<file path="src/rtl/seven_seg_scan_decoder_pkg.sv">
// Shared definitions for the seven-segment scan decoder and display driver.
// Select codes, segment table and slot encoding.
package seven_seg_scan_decoder_pkg;

  localparam int unsigned STABLE_CYCLES_DEFAULT = 4;

  localparam logic [2:0] SEL_ONES     = 3'b011;
  localparam logic [2:0] SEL_TENS     = 3'b101;
  localparam logic [2:0] SEL_HUNDREDS = 3'b110;
  localparam logic [2:0] SEL_NONE     = 3'b111;

  // Active-low patterns, entry i shows digit i.
  localparam logic [9:0][6:0] SEG_TABLE = {
    7'b0011000,
    7'b0000000,
    7'b1111000,
    7'b0000010,
    7'b0010010,
    7'b0011001,
    7'b0110000,
    7'b0100100,
    7'b1111001,
    7'b1000000
  };

  typedef enum logic [1:0] {
    SLOT_ONES     = 2'd0,
    SLOT_TENS     = 2'd1,
    SLOT_HUNDREDS = 2'd2,
    SLOT_NONE     = 2'd3
  } slot_e;

  typedef struct packed {
    logic [3:0] digit;
    logic       err;
  } slot_t;

  function automatic slot_e sel_to_slot(
    input logic [2:0] sel
  );
    slot_e s;
    case (sel)
      SEL_ONES:     s = SLOT_ONES;
      SEL_TENS:     s = SLOT_TENS;
      SEL_HUNDREDS: s = SLOT_HUNDREDS;
      default:      s = SLOT_NONE;
    endcase
    return s;
  endfunction

endpackage

</file>
<file path="src/rtl/seven_seg_scan_decoder_if.sv">
// Scan bus between a multiplexed display and the decoder.
// master drives the scan, slave reconstructs the score.
interface seven_seg_scan_decoder_if;

  logic [2:0] sel;
  logic [6:0] seg;
  logic [7:0] score;
  logic       score_valid;
  logic       frame_err;

  modport master (
    output sel,
    output seg,
    input  score,
    input  score_valid,
    input  frame_err
  );

  modport slave (
    input  sel,
    input  seg,
    output score,
    output score_valid,
    output frame_err
  );

endinterface

</file>
<file path="src/rtl/seg_pattern_to_digit.sv">
// Maps an active-low segment pattern to its decimal digit.
// Unknown patterns give digit 0 with pattern_ok low.
module seg_pattern_to_digit
  import seven_seg_scan_decoder_pkg::*;
(
  input  logic [6:0] pattern,
  output logic [3:0] digit,
  output logic       pattern_ok
);

  always_comb begin
    digit      = '0;
    pattern_ok = 1'b0;
    for (int i = 0; i < 10; i++) begin
      if (pattern == SEG_TABLE[i]) begin
        digit      = 4'(i);
        pattern_ok = 1'b1;
      end
    end
  end

endmodule

</file>
<file path="src/rtl/seven_seg_scan_decoder.sv">
// Rebuilds a 3-digit score from a scanned seven-segment display.
// Each digit must dwell stably before it is captured into its slot.
module seven_seg_scan_decoder
  import seven_seg_scan_decoder_pkg::*;
#(
  parameter int unsigned STABLE_CYCLES = STABLE_CYCLES_DEFAULT
) (
  input logic                     clk,
  input logic                     rst_n,
  seven_seg_scan_decoder_if.slave bus
);

  localparam logic [7:0] CNT_MAX = 8'(STABLE_CYCLES);
  localparam logic [7:0] CNT_PRE = 8'(STABLE_CYCLES - 2);

  logic [2:0] sel_q;
  logic [2:0] sel_p;
  logic [6:0] seg_q;
  logic [6:0] seg_p;
  logic [7:0] cnt_q;
  logic [7:0] cnt_d;

  slot_e      slot;
  logic [1:0] idx;
  logic       same;
  logic       inc;
  logic       capture;

  logic [3:0] dec_digit;
  logic       dec_ok;

  slot_t [2:0] slot_q;
  slot_t [2:0] slot_d;
  logic  [2:0] cap_q;
  logic  [2:0] cap_d;
  logic        frame_done;
  logic  [9:0] value;
  logic        bad;

  logic [7:0] score_q;
  logic       valid_q;
  logic       err_q;

  always_ff @(posedge clk or negedge rst_n) begin
    if (!rst_n) begin
      sel_q <= SEL_NONE;
      sel_p <= SEL_NONE;
      seg_q <= '0;
      seg_p <= '0;
      cnt_q <= '0;
    end else begin
      sel_q <= bus.sel;
      sel_p <= sel_q;
      seg_q <= bus.seg;
      seg_p <= seg_q;
      cnt_q <= cnt_d;
    end
  end

  // Capture fires on the single step from S-2 to S-1.
  always_comb begin
    slot    = sel_to_slot(sel_q);
    idx     = 2'(slot);
    same    = (sel_q == sel_p) && (seg_q == seg_p);
    inc     = (slot != SLOT_NONE) && same;
    capture = inc && (cnt_q == CNT_PRE);
    cnt_d   = '0;
    if (inc) begin
      cnt_d = (cnt_q == CNT_MAX) ? cnt_q
                                 : cnt_q + 8'd1;
    end
  end

  seg_pattern_to_digit u_dec (
    .pattern    (seg_q),
    .digit      (dec_digit),
    .pattern_ok (dec_ok)
  );

  assign frame_done = &cap_q;

  // A capture landing on completion goes into the fresh frame.
  always_comb begin
    cap_d  = frame_done ? 3'b000 : cap_q;
    slot_d = slot_q;
    if (capture) begin
      cap_d[idx]        = 1'b1;
      slot_d[idx].digit = dec_ok ? dec_digit : 4'd0;
      slot_d[idx].err   = !dec_ok;
    end
  end

  always_ff @(posedge clk or negedge rst_n) begin
    if (!rst_n) begin
      slot_q <= '0;
      cap_q  <= '0;
    end else begin
      slot_q <= slot_d;
      cap_q  <= cap_d;
    end
  end

  always_comb begin
    value = 10'd100 * {6'd0, slot_q[2].digit}
          + 10'd10  * {6'd0, slot_q[1].digit}
          + {6'd0, slot_q[0].digit};
    bad   = slot_q[0].err
          | slot_q[1].err
          | slot_q[2].err
          | (value > 10'd255);
  end

  always_ff @(posedge clk or negedge rst_n) begin
    if (!rst_n) begin
      score_q <= '0;
      valid_q <= 1'b0;
      err_q   <= 1'b0;
    end else begin
      valid_q <= frame_done;
      err_q   <= frame_done && bad;
      if (frame_done && !bad) begin
        score_q <= value[7:0];
      end
    end
  end

  assign bus.score       = score_q;
  assign bus.score_valid = valid_q;
  assign bus.frame_err   = err_q;

endmodule

</file>
<file path="src/flat_wrapper.sv">
// flat-port wrapper written by rule: the top's interface ports become plain ports
module seven_seg_scan_decoder_flat import seven_seg_scan_decoder_pkg::*;
#(
  parameter int unsigned STABLE_CYCLES = STABLE_CYCLES_DEFAULT
)
  (clk, rst_n, bus_sel, bus_seg, bus_score, bus_score_valid, bus_frame_err);
  seven_seg_scan_decoder_if bus_i ();
  input logic clk;
  input logic rst_n;
  input wire logic [$bits(bus_i.sel)-1:0] bus_sel;
  input wire logic [$bits(bus_i.seg)-1:0] bus_seg;
  output wire logic [$bits(bus_i.score)-1:0] bus_score;
  output wire logic [$bits(bus_i.score_valid)-1:0] bus_score_valid;
  output wire logic [$bits(bus_i.frame_err)-1:0] bus_frame_err;
  assign bus_i.sel = bus_sel;
  assign bus_i.seg = bus_seg;
  assign bus_score = bus_i.score;
  assign bus_score_valid = bus_i.score_valid;
  assign bus_frame_err = bus_i.frame_err;
  seven_seg_scan_decoder #(.STABLE_CYCLES(STABLE_CYCLES)) u_core (.clk(clk), .rst_n(rst_n), .bus(bus_i));
endmodule
</file>
<file path="config.mk">
export PLATFORM = sky130hd
export DESIGN_NAME = seven_seg_scan_decoder_flat
export DESIGN_NICKNAME = d
export VERILOG_FILES = /design/src/rtl/seven_seg_scan_decoder_pkg.sv /design/src/rtl/seven_seg_scan_decoder_if.sv /design/src/rtl/seg_pattern_to_digit.sv /design/src/rtl/seven_seg_scan_decoder.sv /design/src/flat_wrapper.sv
export SDC_FILE = /design/constraint.sdc
export NUM_CORES = 1
export LEC_CHECK = 0
export CORE_ASPECT_RATIO = 0.9
export CORE_MARGIN = 2
export CORE_UTILIZATION = 50
export DETAILED_ROUTE_END_ITERATION = 8
export HOLD_SLACK_MARGIN = 0.1
export PLACE_DENSITY = 0.7
export SLEW_MARGIN = 20
export SYNTH_ARGS = -nofsm -noshare
export SYNTH_HDL_FRONTEND = slang
export SYNTH_SLANG_ARGS = --single-unit
</file>
<file path="constraint.sdc">
create_clock -name clk -period 7.5 [get_ports clk]
set_input_delay 0.75 -clock clk [delete_from_list [all_inputs] [get_ports clk]]
set_output_delay 0.75 -clock clk [all_outputs]
set_load 0.005 [all_outputs]
</file>
==> flow_summary.toml, run 1 <==
[run_status]
status = "finished, final reports clean"

[timing]
worst_pin_slew_ps = 707
maxSlewViolCount = 0
finalCritPeriodShare = 0.524
hold_violations = 0
skew_ps = 9.62
fin_ws_ps = 3570
slew-limit-headroom = 0.529
max_freq_mhz = 254
period_needed_ps = 3930
setup_viol = 0
tns_ps = 0
rsz0062_at_grt = "false"

[critical_path]
rrSetupSlack_ps = 3570
rr_endpoint = "u_core.bus.score[2]"
end_kind = "register"
crit_path_start_kind = "register"
cp_max_fo = 8
worst-setup-path-type = "register to register"
crit_path_end = "u_core.bus.score[2]"
critPathLaunch = "u_core.slot_q[7]"
required_ps = 7710
crit_arrival_ps = 4140
reg2reg_from = "u_core.slot_q[7]"
reg2reg_depth = 12

[synthesis]
synthFlopType = "dfrtp_1"
synth_top_cells_by_count = "dfrtp_1, ha_1, mux2_2"
seq_area_frac_synth = 0.467
synth_top_area_share = 0.414
synth_area_leaders = "dfrtp_1, ha_1, mux2_2"
synthesis.nets = 299
yosys_register_bits = 56
synth_cell_types = 49
async_reset_ff_frac = 1.00
syn_area_sq_um = 3020
yosysMostFrequentCell = "dfrtp_1"
yosys_warnings = 0
synth.avg_cell_area_sq_um = 11.8
yosysTopAreaCell = "dfrtp_1"
synth_edf_count = 0
synth_cells = 256

[floorplan]
initial_core_util = 0.524
die_w_microns = 85.9
rows = 26
die_h_microns = 77.7
die_area_sq_um = 6680
io_pins = 22
core_area_sq_um = 5760

[global_route]
grtUsageTotal = 0.169
grt_max_degree = 57
grt_pass1_wl_mm = 9.00
grt_overflow = 0
grt_pass1_vias = 1908
antenna_found_initial = 0

[power_and_ir_drop]
clkPwrFrac = 0.369
p_per_area_nw_per_um2 = 159
total_power_uw = 540
power.switching_fraction = 0.218
pwr-share-comb = 0.045
seqPwrFrac = 0.586
intPower_uw = 422
vdd_ir_drop_max_mv = 0.104
power.leakage_uw = 0.00167
switchingPower_uw = 118

[clock_network]
clock_sinks = 56
postCtsSetupRepairBufs = 0
clk_latency_ps = 320
hold_buffers = 0
cts.path.max_buffers = 2
htree_levels = 2
cts_buffers = 5
clockRootBuffer = "clkbuf_8"
cts_resized = 0
clk_pin_slew_ps = 100
cts_tree = "yes"

[detailed_routing]
avgViaCountPerCell = 5.40
route.detailed.wl_per_inst_microns = 14.4
vias = 1884
drt_iter0_drc = 72
drt_wl_total_mm = 5.02
dr.pass1.iters = 5
drc = 0
ant_nets = 0

[placement]
dp_hpwl_mm = 3.69
gp_routability_congestion = 0.839
place_ws_ps = 3560
io_buffers = 21
post_dp_cell_area_sq_um = 3280

[layout]
multi_input_area_sq_um = 1520
finalNetCount = 321
antennaDiodeCount = 0
synthToLayoutAreaGrowth_pct = 12.4
stdcell_area_sq_um = 3390
drive_gt1_frac = 0.158
fin_util = 0.590
fillers = 503
regArea_sq_um = 1410

[run]
drv_cap = 0

[hold_path]
min_path_type = "register to register"
## flip-flops by register name, indices dropped and copies added, names as in the netlist
| name | flops |
|---|---|
| u_core.seg_q | 7 |
| u_core.bus.score | 8 |
| u_core.seg_p | 7 |
| u_core.bus.frame_err | 1 |
| u_core.bus.score_valid | 1 |
| u_core.sel_q | 3 |
| u_core.cap_q | 3 |
| u_core.sel_p | 3 |
| u_core.cnt_q | 8 |
| u_core.slot_q | 15 |
## power groups by stage
stage               clock (uW)  sequential, uW  combinational, uW
floorplan                    0             318               15.6
global placement             0             322               24.5
detailed placement           0             322               24.8
CTS                        207             317               24.9
global route               217             318               27.9
finish                     199             317               24.3
## cell type report
type                    count  area share
well taps                  70      0.0258
repair buffers             22      0.0627
clock buffers               6      0.0214
clock inverters             2      0.0114
flip-flops and latches     56       0.415
multi-input cells         178       0.447
inverters                  15      0.0166
## per-stage QoR
| stage | hold slack, ps | std cells |
|---|---|---|
| after global routing | 427 | 349 |
| after CTS | 417 | 349 |
| after detailed placement | 408 | 341 |
| after floorplan | 349 | 256 |
| final | 414 | 349 |
| after global placement | 401 | 341 |
## worst min-delay path by stage
stage,from,end,slack (ps),cells past startpoint
global route,u_core.sel_q[1],u_core.sel_p[1],430,0
floorplan,u_core.seg_q[0],u_core.seg_p[0],350,0
detailed placement,u_core.sel_q[2],u_core.sel_p[2],410,0
CTS,u_core.sel_q[1],u_core.sel_p[1],420,0
global placement,u_core.sel_q[1],u_core.sel_p[1],400,0
finish,u_core.sel_q[1],u_core.sel_p[1],410,0
## cells in the final DEF (no fill, tap or decap), types with 3 or more instances in the layout
cell type,instances
dfrtp_1,50
a21oi_1,9
nor2b_1,6
clkdlybuf4s50_1,20
nand3_1,3
nand4_1,5
o21ai_0,4
o21a_1,3
ha_1,26
clkbuf_8,5
dfstp_2,6
xnor2_1,18
fa_1,5
nand2_1,14
nor4_1,3
inv_1,15
mux2_2,22
xor2_1,8
nor2_1,15
## metal layers
| metal | up-vias | part of all wire | wire length [microns] | global-route usage |
|---|---|---|---|---|
| li1 | 935 | - | - | - |
| met1 | 911 | 0.51 | 2570 | 0.248 |
| met2 | 32 | 0.44 | 2210 | 0.247 |
| met3 | 6 | 0.036 | 181 | 0.0415 |
| met4 | 0 | 0.011 | 56 | 0.0492 |
| met5 | - | 0 | 0 | 0 |
## cell families (layout without fill, tap and decap cells)
| group | count (synthesis) | in the layout | share of synthesized area |
|---|---|---|---|
| AOI/OAI and AO/OA | 30 | 30 | 0.0667 |
| xor gates and xnor gates | 26 | 26 | 0.0754 |
| DFF | 56 | 56 | 0.467 |
| muxes | 23 | 23 | 0.0854 |
| and+or+nand+nor | 68 | 68 | 0.134 |
| buffers and inverters | 22 | 45 | 0.0307 |
| adders and majority gates | 31 | 31 | 0.141 |
## critical path, stage by stage (launching register included)
cell and delay, ps:
dfrtp_1 420, ha_1 310, ha_1 230, fa_1 390, xor2_1 160, ha_1 290
ha_1 330, o21a_1 130, o31a_2 160, nor4_1 50, a311o_2 400, nor4_4 540
mux2_2 400
Note: power is estimated with default switching activity, not from simulation.
==> run 2: changes to the inputs <==
clock period = 4 ns   (was 7.5 ns; I/O delays follow)
==> run 2 against run 1 <==
Against the previous run:
- sequential power increased by 87%
- clock power up 63%
- fmax grew 3.7%
- cell count rose by 0.29%
- power grew 78%
- critical path depth is 1 lower
- critical path type unchanged
==> flow_summary.toml, run 2 (synthesis gave the netlist of run 1 again) <==
[run_status]
status = "finished, final reports clean"

[clock_network]
clk_latency_ps = 300
clockRootBuffer = "clkbuf_8"
clock_sinks = 56
clk_pin_slew_ps = 100
cts_buffers = 5
cts.path.max_buffers = 2
htree_levels = 2
cts_tree = "yes"

[critical_path]
crit_arrival_ps = 3990
reg2reg_from = "u_core.slot_q[11]"
rrSetupSlack_ps = 210
cp_max_fo = 8
required_ps = 4200
rr_endpoint = "u_core.bus.score[1]"
end_kind = "register"
worst-setup-path-type = "register to register"
reg2reg_depth = 11
crit_path_start_kind = "register"

[layout]
regArea_sq_um = 1410
synthToLayoutAreaGrowth_pct = 12.3
fillers = 496
antennaDiodeCount = 0
largest_reg_flops = 15
mostFrequentLayoutCell = "dfrtp_1"
regMostFlops = "u_core.slot_q"
drive_gt1_frac = 0.164
multi_input_area_sq_um = 1520
most-common-layout-cells = "dfrtp_1, ha_1, mux2_2"
finalNetCount = 322

[timing]
holdWs_ps = 202
setup_viol = 0
hold_violations = 0
maxSlewViolCount = 0
skew_ps = 5.83
tns_ps = 0
max_freq_mhz = 264
period_needed_ps = 3790
rsz0062_at_grt = "false"
worst_pin_slew_ps = 872
slew-limit-headroom = 0.418
finalCritPeriodShare = 0.947

[detailed_routing]
drt_iter0_drc = 94
drt_wl_total_mm = 4.97
ant_nets = 0
avgViaCountPerCell = 5.47
drc = 0
vias = 1914
route.detailed.wl_per_inst_microns = 14.2
dr.pass1.iters = 4

[placement]
gp_routability_congestion = 0.843
dp_hpwl_mm = 3.80
io_buffers = 21

[global_route]
grt_pass1_wl_mm = 9.13
antenna_found_initial = 0
grt_pass1_vias = 1971
grt_max_degree = 41
grtUsageTotal = 0.170
grt_overflow = 0

[floorplan]
die_area_sq_um = 6680
die_w_microns = 85.9
die_h_microns = 77.7
io_pins = 22
rows = 26
initial_core_util = 0.524
core_area_sq_um = 5760

[run]
drv_cap = 0

[hold_path]
min_path_type = "input pin to asynchronous set/reset pin"

[power_and_ir_drop]
power.leakage_uw = 0.00167
vdd_ir_drop_max_mv = 0.221
p_per_area_nw_per_um2 = 284
## run 2: critical path, stage by stage, from the launching register on
cell     delay, ps
dfrtp_1        440
ha_1           320
ha_1           240
fa_1           450
ha_1           290
ha_1           360
and3_1         190
a211o_1        260
a311o_2        350
nor4_4         280
buf_6          180
mux2_2         330
## run 2: how the worst max path moves through the flow
| stage | slack, ps | end | startpoint | cells after the start |
|---|---|---|---|---|
| finish | 210 | u_core.bus.score[1] | u_core.slot_q[11] | 11 |
| global route | 30 | u_core.bus.score[6] | u_core.slot_q[7] | 13 |
| CTS | 190 | u_core.bus.score[7] | u_core.slot_q[11] | 11 |
| detailed placement | 210 | u_core.bus.score[1] | u_core.slot_q[11] | 11 |
| global placement | 290 | u_core.bus.score[0] | u_core.slot_q[11] | 11 |
| floorplan | 320 | u_core.bus.score[0] | u_core.slot_q[11] | 10 |
## run 2: layer usage
| layer | vias to the layer above | GRT usage | share of wire |
|---|---|---|---|
| li1 | 942 | - | - |
| met1 | 953 | 0.247 | 0.50 |
| met2 | 15 | 0.257 | 0.46 |
| met3 | 4 | 0.0319 | 0.023 |
| met4 | 0 | 0.0556 | 0.0093 |
| met5 | - | 0 | 0 |
## run 2: cell type report
cell class / count / area share
multi-input combinational: 178 / 0.448
sequential: 56 / 0.415
timing repair buffer: 23 / 0.0661
tap: 70 / 0.0258
clock buffer: 6 / 0.0244
inverter: 15 / 0.0166
clock inverter: 2 / 0.00406
## run 2: metrics by stage
stage | setup slack, ps | util | power [uW] | instances | cell area (sq um)
CTS | 194 | 0.588 | 978 | 350 | 3390
floorplan | 319 | - | 625 | 256 | 3020
detailed placement | 205 | 0.571 | 651 | 342 | 3290
global route | 25.8 | 0.589 | 1010 | 350 | 3390
finish | 211 | 0.589 | 963 | 350 | 3390
global placement | 292 | 0.571 | 650 | 342 | 3290
## run 2: repair_timing
action                     in CTS  in global routing
gates resized for setup         0                  2
setup endpoints to repair       0                  7
hold buffers                    0                  0
setup buffers                   0                  0
## run 2: power by group
part / total, uW / switching, uW / internal, uW
Sequential: 593 / 14.7 / 579
Combinational: 45.8 / 22.0 / 23.8
Clock: 324 / 181 / 142
Total: 963 / 218 / 744
